## src/rtl/muldiv_pkg.sv

```systemverilog
// Shared RV32M multiply/divide definitions: funct3 codes, FSM states, width default.
package muldiv_pkg;

   localparam int MULDIV_XLEN = 32;

   localparam logic [2:0] F3_MUL    = 3'b000;
   localparam logic [2:0] F3_MULH   = 3'b001;
   localparam logic [2:0] F3_MULHSU = 3'b010;
   localparam logic [2:0] F3_MULHU  = 3'b011;
   localparam logic [2:0] F3_DIV    = 3'b100;
   localparam logic [2:0] F3_DIVU   = 3'b101;
   localparam logic [2:0] F3_REM    = 3'b110;
   localparam logic [2:0] F3_REMU   = 3'b111;

   typedef enum logic [1:0] {
      IDLE,
      CALC,
      FIX,
      DONE
   } muldiv_state_t;

   // rs1 is treated as signed for every op except the fully unsigned ones
   function automatic logic op_signed_a(input logic [2:0] f3);
      return !(f3 == F3_MULHU || f3 == F3_DIVU || f3 == F3_REMU);
   endfunction

   function automatic logic op_signed_b(input logic [2:0] f3);
      return (f3 == F3_MUL || f3 == F3_MULH || f3 == F3_DIV || f3 == F3_REM);
   endfunction

endpackage

```

## src/rtl/muldiv_unit_if.sv

```systemverilog
// Issue/write-back bundle between the register file side and the mul/div unit.
interface muldiv_unit_if
   import muldiv_pkg::*;
#(
   parameter int XLEN = MULDIV_XLEN
);
   logic            start;
   logic [2:0]      funct3;
   logic [XLEN-1:0] rs1_data;
   logic [XLEN-1:0] rs2_data;
   logic [4:0]      rd_in;
   logic            busy;
   logic            done;
   logic [XLEN-1:0] result;
   logic [4:0]      rd_out;
   logic            regwrite_out;

   modport master (
      output start, funct3, rs1_data, rs2_data, rd_in,
      input  busy, done, result, rd_out, regwrite_out
   );

   modport slave (
      input  start, funct3, rs1_data, rs2_data, rd_in,
      output busy, done, result, rd_out, regwrite_out
   );
endinterface

```

## src/rtl/muldiv_unit.sv

```systemverilog
// Iterative RV32M multiply/divide: one shift-add / restoring shift-subtract step per bit,
// sharing a single 2*XLEN accumulator and one XLEN+1-bit adder/subtractor.
module muldiv_unit
   import muldiv_pkg::*;
#(
   parameter int XLEN = MULDIV_XLEN
) (
   input  logic         clock,
   input  logic         reset,
   muldiv_unit_if.slave bus
);

   localparam int CW = $clog2(XLEN);
   localparam logic [XLEN-1:0] MOST_NEG = {1'b1, {(XLEN-1){1'b0}}};

   muldiv_state_t     state;
   logic [2:0]        op_q;
   logic [4:0]        rd_q;
   logic              sign_a_q;
   logic              sign_b_q;
   logic [XLEN-1:0]   opb_q;
   logic [2*XLEN-1:0] acc_q;
   logic [CW-1:0]     count_q;
   logic              busy_q;
   logic              done_q;
   logic              regwrite_q;
   logic [XLEN-1:0]   result_q;
   logic [4:0]        rd_out_q;

   logic              neg_a;
   logic              neg_b;
   logic              div_zero;
   logic              div_ovf;
   logic [XLEN-1:0]   mag_a;
   logic [XLEN-1:0]   mag_b;
   logic [XLEN-1:0]   special_res;

   always_comb begin
      neg_a    = op_signed_a(bus.funct3) & bus.rs1_data[XLEN-1];
      neg_b    = op_signed_b(bus.funct3) & bus.rs2_data[XLEN-1];
      mag_a    = neg_a ? -bus.rs1_data : bus.rs1_data;
      mag_b    = neg_b ? -bus.rs2_data : bus.rs2_data;
      div_zero = bus.funct3[2] && (bus.rs2_data == '0);
      div_ovf  = bus.funct3[2] && !bus.funct3[0] &&
                 (bus.rs1_data == MOST_NEG) && (bus.rs2_data == '1);
      // funct3[1] selects the remainder flavour among divide ops
      if (div_zero) special_res = bus.funct3[1] ? bus.rs1_data : '1;
      else          special_res = bus.funct3[1] ? '0 : bus.rs1_data;
   end

   // Divide feeds the shifted partial remainder (XLEN+1 bits) and subtracts;
   // multiply adds the multiplicand into the upper half.
   logic [XLEN:0]     add_a;
   logic [XLEN:0]     add_b;
   logic [XLEN:0]     add_sum;
   logic [2*XLEN-1:0] acc_step;

   always_comb begin
      add_a   = op_q[2] ? acc_q[2*XLEN-1:XLEN-1] : {1'b0, acc_q[2*XLEN-1:XLEN]};
      add_b   = op_q[2] ? ~{1'b0, opb_q} : {1'b0, opb_q};
      add_sum = add_a + add_b + {{XLEN{1'b0}}, op_q[2]};
      if (op_q[2]) begin
         acc_step = add_sum[XLEN] ? {acc_q[2*XLEN-2:0], 1'b0}
                                  : {add_sum[XLEN-1:0], acc_q[XLEN-2:0], 1'b1};
      end else begin
         acc_step = acc_q[0] ? {add_sum, acc_q[XLEN-1:1]}
                             : {1'b0, acc_q[2*XLEN-1:1]};
      end
   end

   logic [2*XLEN-1:0] prod;
   logic [XLEN-1:0]   quo;
   logic [XLEN-1:0]   rem;
   logic [XLEN-1:0]   fix_res;

   always_comb begin
      prod = (sign_a_q ^ sign_b_q) ? -acc_q : acc_q;
      quo  = (sign_a_q ^ sign_b_q) ? -acc_q[XLEN-1:0] : acc_q[XLEN-1:0];
      rem  = sign_a_q ? -acc_q[2*XLEN-1:XLEN] : acc_q[2*XLEN-1:XLEN];
      case (op_q)
         F3_MUL:                       fix_res = prod[XLEN-1:0];
         F3_MULH, F3_MULHSU, F3_MULHU: fix_res = prod[2*XLEN-1:XLEN];
         F3_DIV, F3_DIVU:              fix_res = quo;
         default:                      fix_res = rem;
      endcase
   end

   always_ff @(posedge clock or posedge reset) begin
      if (reset) begin
         state      <= IDLE;
         op_q       <= '0;
         rd_q       <= '0;
         sign_a_q   <= 1'b0;
         sign_b_q   <= 1'b0;
         opb_q      <= '0;
         acc_q      <= '0;
         count_q    <= '0;
         busy_q     <= 1'b0;
         done_q     <= 1'b0;
         regwrite_q <= 1'b0;
         result_q   <= '0;
         rd_out_q   <= '0;
      end else begin
         case (state)
            IDLE: begin
               if (bus.start) begin
                  op_q     <= bus.funct3;
                  rd_q     <= bus.rd_in;
                  sign_a_q <= neg_a;
                  sign_b_q <= neg_b;
                  opb_q    <= mag_b;
                  acc_q    <= {{XLEN{1'b0}}, mag_a};
                  count_q  <= '0;
                  busy_q   <= 1'b1;
                  if (div_zero || div_ovf) begin
                     result_q   <= special_res;
                     rd_out_q   <= bus.rd_in;
                     done_q     <= 1'b1;
                     regwrite_q <= (bus.rd_in != '0);
                     state      <= DONE;
                  end else begin
                     state <= CALC;
                  end
               end
            end
            CALC: begin
               acc_q   <= acc_step;
               count_q <= count_q + CW'(1);
               if (count_q == CW'(XLEN - 1)) state <= FIX;
            end
            FIX: begin
               result_q   <= fix_res;
               rd_out_q   <= rd_q;
               done_q     <= 1'b1;
               regwrite_q <= (rd_q != '0);
               state      <= DONE;
            end
            DONE: begin
               done_q     <= 1'b0;
               regwrite_q <= 1'b0;
               busy_q     <= 1'b0;
               state      <= IDLE;
            end
            default: state <= IDLE;
         endcase
      end
   end

   assign bus.busy         = busy_q;
   assign bus.done         = done_q;
   assign bus.result       = result_q;
   assign bus.rd_out       = rd_out_q;
   assign bus.regwrite_out = regwrite_q;

endmodule

```

## src/flat_wrapper.sv

```systemverilog
// flat-port wrapper written by rule: the top's interface ports become plain ports
module muldiv_unit_flat import muldiv_pkg::*;
#(
   parameter int XLEN = MULDIV_XLEN
)
  (clock, reset, bus_start, bus_funct3, bus_rs1_data, bus_rs2_data, bus_rd_in, bus_busy, bus_done, bus_result, bus_rd_out, bus_regwrite_out);
  muldiv_unit_if #(.XLEN(XLEN)) bus_i ();
  input  logic clock;
  input  logic reset;
  input wire logic [$bits(bus_i.start)-1:0] bus_start;
  input wire logic [$bits(bus_i.funct3)-1:0] bus_funct3;
  input wire logic [$bits(bus_i.rs1_data)-1:0] bus_rs1_data;
  input wire logic [$bits(bus_i.rs2_data)-1:0] bus_rs2_data;
  input wire logic [$bits(bus_i.rd_in)-1:0] bus_rd_in;
  output wire logic [$bits(bus_i.busy)-1:0] bus_busy;
  output wire logic [$bits(bus_i.done)-1:0] bus_done;
  output wire logic [$bits(bus_i.result)-1:0] bus_result;
  output wire logic [$bits(bus_i.rd_out)-1:0] bus_rd_out;
  output wire logic [$bits(bus_i.regwrite_out)-1:0] bus_regwrite_out;
  assign bus_i.start = bus_start;
  assign bus_i.funct3 = bus_funct3;
  assign bus_i.rs1_data = bus_rs1_data;
  assign bus_i.rs2_data = bus_rs2_data;
  assign bus_i.rd_in = bus_rd_in;
  assign bus_busy = bus_i.busy;
  assign bus_done = bus_i.done;
  assign bus_result = bus_i.result;
  assign bus_rd_out = bus_i.rd_out;
  assign bus_regwrite_out = bus_i.regwrite_out;
  muldiv_unit #(.XLEN(XLEN)) u_core (.clock(clock), .reset(reset), .bus(bus_i));
endmodule
```

## config.mk

```make
export PLATFORM = sky130hd
export DESIGN_NAME = muldiv_unit_flat
export DESIGN_NICKNAME = d
export VERILOG_FILES = /design/src/rtl/muldiv_pkg.sv /design/src/rtl/muldiv_unit_if.sv /design/src/rtl/muldiv_unit.sv /design/src/flat_wrapper.sv
export SDC_FILE = /design/constraint.sdc
export NUM_CORES = 1
export LEC_CHECK = 0
export ABC_AREA = 1
export BUFFER_PORTS_ARGS = -buffer_cell sky130_fd_sc_hd__buf_2
export CAP_MARGIN = 10
export CORE_UTILIZATION = 25
export DETAILED_ROUTE_END_ITERATION = 6
export GPL_ROUTABILITY_DRIVEN = 0
export PLACE_DENSITY = 0.4
export SETUP_SLACK_MARGIN = 0.02
export SLEW_MARGIN = 5
export SYNTH_ARGS = -nofsm -noshare
export SYNTH_HDL_FRONTEND = slang
export SYNTH_SLANG_ARGS = --single-unit
```

## constraint.sdc

```tcl
create_clock -name clock -period 14.6 [get_ports clock]
set_input_delay 1.46 -clock clock [delete_from_list [all_inputs] [get_ports clock]]
set_output_delay 1.46 -clock clock [all_outputs]
set_load 0.01 [all_outputs]
```

==> results.toml <==
[status]
status = "finished, final reports clean"

[clocking]
cts_buffers = 17
cts_tree = "done"
cts_resized = 0
h-tree-depth = 4
ctsLongestPathBuffers = 2
clkSlewWorstSetupHoldPaths_ns = 0.08
clock_sinks = 153
clockRootBuffer = "clkbuf_16"
clkLatencyLatePin_ns = 0.51
cts_setup_buffers = 0
cts_hold_buf = 0

[layout]
ff_latch_area_mm2 = 0.003832
multiInputGateArea_mm2 = 0.01060
drive_above_1_share = 0.07215
synthToLayoutAreaGrowth_pct = 11.80
fin_util = 0.2826
antennaDiodeCount = 0
nets = 2878
fillers = 7217

[sta]
slew_headroom = 0.3286
rsz0062_at_grt = "no"
drv_slew = 0
setup_tns_ns = 0
tightest_slew_ns = 1.007
fin_crit_sh = 0.3069
final_hold_viol_count = 0
fin_skew_ns = 0.02399
max_freq_mhz = 223.2
finalSetupViolCount = 0
fin_ws_ns = 10.12
period_minus_slack_ns = 4.481

[route]
drcViolationCount = 0
firstDrtPassIters = 6
vias_per_cell = 5.026
via_count = 18180
ant_nets = 0
first_iter_violations = 1569
wire_per_inst_um = 19.07
finalWirelength_um = 68990

[setup_path]
r2r_cells = 19
path_max_fanout = 59
cp_data_required_time_ns = 15.00
worstSetupPathType = "flop to flop"
crit_arrival_ns = 4.88
crit_path_start_kind = "flop"
cp-end-kind = "flop"

[die]
start_util = 0.2527
io_pins = 115
dieArea_mm2 = 0.06467
row_count = 92
die_w_um = 254.3
die_h_um = 254.3
core_area_mm2 = 0.06297

[placement]
dp_slack_ns = 10.08
port_buffers = 114
dp_hpwl_um = 53550

[grt]
grt_pass1_wl_um = 104500
grt_pass1_vias = 16940
grt_use_total = 0.2137
grt_start_max_net_pins = 80
antenna_found_initial = 0
grt.overflow.total = 0

[power_and_ir_drop]
power_mw = 5.229
p_per_area_mw_per_mm2 = 293.9
leakage_nw = 8.515
ir_drop_v = 0.0001280

[synth]
yosys_warnings = 0
avgSynthCellArea_um2 = 5.829
synthAdderAreaFrac = 0.03428
syn-cell-area_mm2 = 0.01591
netlist_instances = 2730
synthDistinctLibCells = 50
synthMuxAreaShare = 0
yosys.area_share.simple = 0.3895
synth-xor-area-share = 0.05055
synth_compound_area_frac = 0.1899
synth_ff_type = "dfrtp_1"
async_reset_ff_frac = 1.000
synth_seq_cells = 153
synth_top_family_by_area = "simple AND/OR/NAND/NOR gates"
synth_top_area_share = 0.2406
yosys-top-cells-area = "dfrtp_1 (24%), nand2_1 (19%), nor2_1 (8.3%)"
yosys.area.top_type = "dfrtp_1"
seq_area_frac_synth = 0.2406
syn_nets = 2848
synth_edf_count = 0

[min_path]
min_delay_path_depth = 2
min_path_type = "flop to flop"

[run]
maxCapViolations = 0
-- sequential cells by signal (all words and copies together), names as in the netlist --
signal / cells
u_core.state: 2
u_core.bus.busy: 1
u_core.bus.rd_out: 5
u_core.bus.regwrite_out: 1
u_core.count_q: 5
u_core.rd_q: 5
u_core.bus.result: 32
u_core.bus.done: 1
u_core.op_q: 3
u_core.acc_q: 64
u_core.sign_b_q: 1
u_core.sign_a_q: 1
u_core.opb_q: 32
-- synthesized netlist by cell type, types with 4 or more instances --
cell,number
nand2_1,785
nor2_1,350
nand3_1,256
inv_1,251
a21oi_1,233
o21ai_0,233
dfrtp_1,153
clkbuf_1,90
xor2_1,80
ha_1,42
nor3_1,40
nand4_1,30
a31oi_1,27
buf_1,15
buf_2,14
nand3b_1,11
o211ai_1,10
xnor2_1,10
a22oi_1,8
a21boi_1,7
o21bai_1,7
o31ai_1,6
a21o_1,5
and3_1,5
buf_6,5
nor4_1,5
o21ai_1,5
o31ai_2,5
buf_4,4
nor3_2,4
-- metrics by stage --
| stage | hold slack, ns | std cells | area (um^2) |
|---|---|---|---|
| CTS | 0.4804 | 3618 | 17790 |
| global route | 0.5053 | 3618 | 17790 |
| finish | 0.4777 | 3618 | 17790 |
| floorplan | 0.4495 | 2730 | 15910 |
| global placement | 0.4626 | 3587 | 17220 |
| detailed placement | 0.4612 | 3587 | 17220 |
-- area by class of cell --
class | instances | area share
Clock inverter | 13 | 0.007384
Inverter | 257 | 0.05450
Timing Repair Buffer | 139 | 0.04262
Tap cell | 846 | 0.05949
Clock buffer | 18 | 0.02468
Multi-Input combinational cell | 2192 | 0.5959
Sequential cell | 153 | 0.2154
-- worst max-delay path, cell delays in order, from the launching register on --
cell	delay, ns
dfrtp_4	0.66
inv_2	0.12
buf_4	0.51
nand2_1	0.18
and2_1	0.22
fa_1	0.40
nand3_1	0.11
nand2_1	0.13
nand2_1	0.09
nand2_1	0.11
nand3_1	0.10
nand2_1	0.15
nand2_1	0.15
nand2_1	0.09
nand2_1	0.09
nand3_1	0.12
inv_1	0.71
o21ai_0	0.20
nand2_1	0.11
nand2_1	0.05
-- cells by family after synthesis --
kind of cell | count (synthesis)
xor gates and xnor gates | 91
and+or+nand+nor | 1498
AOI/OAI and AO/OA | 560
DFF | 153
buffers and inverters | 385
adders and majority gates | 43
-- layer usage --
metal | vias to the layer above | wire (um) | GRT usage | part of all wire
met5 | - | 0 | 0 | 0
met4 | 0 | 1705 | 0.07005 | 0.025
met3 | 76 | 3134 | 0.02235 | 0.045
met2 | 516 | 30780 | 0.3358 | 0.45
met1 | 8571 | 33360 | 0.3031 | 0.48
li1 | 9020 | - | - | -
-- power by group --
group	internal [mW]	total [mW]	leakage, nW	switching (mW)
clock network	0.228	0.459	0.274	0.231
registers	0.624	0.865	1.87	0.241
logic	1.17	3.90	6.37	2.74
total	2.02	5.23	8.51	3.21
-- path summary, 6_finish.rpt --
kind	from	end	slack [ns]
max in group asynchronous	reset	u_core.op_q[2]	11.76
worst max-delay path	u_core.op_q[2]	u_core.acc_q[63]	10.12
worst min-delay path	u_core.bus.result[17]	u_core.bus.result[17]	0.48
min in group asynchronous	reset	u_core.acc_q[37]	1.11
worst min register to register	u_core.bus.result[17]	u_core.bus.result[17]	0.48
worst max register to register	u_core.op_q[2]	u_core.acc_q[63]	10.12
-- layout by cell type, fill, tap and decap left out, types with 11 or more instances in the layout --
master / Yosys / final
nand2_1: 785 / 784
nor2_1: 350 / 349
nand3_1: 256 / 256
inv_1: 251 / 247
o21ai_0: 233 / 232
a21oi_1: 233 / 231
dfrtp_1: 153 / 152
buf_2: 14 / 114
xor2_1: 80 / 80
ha_1: 42 / 41
nor3_1: 40 / 40
nand4_1: 30 / 30
a31oi_1: 27 / 27
buf_4: 4 / 25
clkbuf_16: 0 / 17
nand3b_1: 11 / 11
Note: power is estimated with default switching activity, not from simulation.
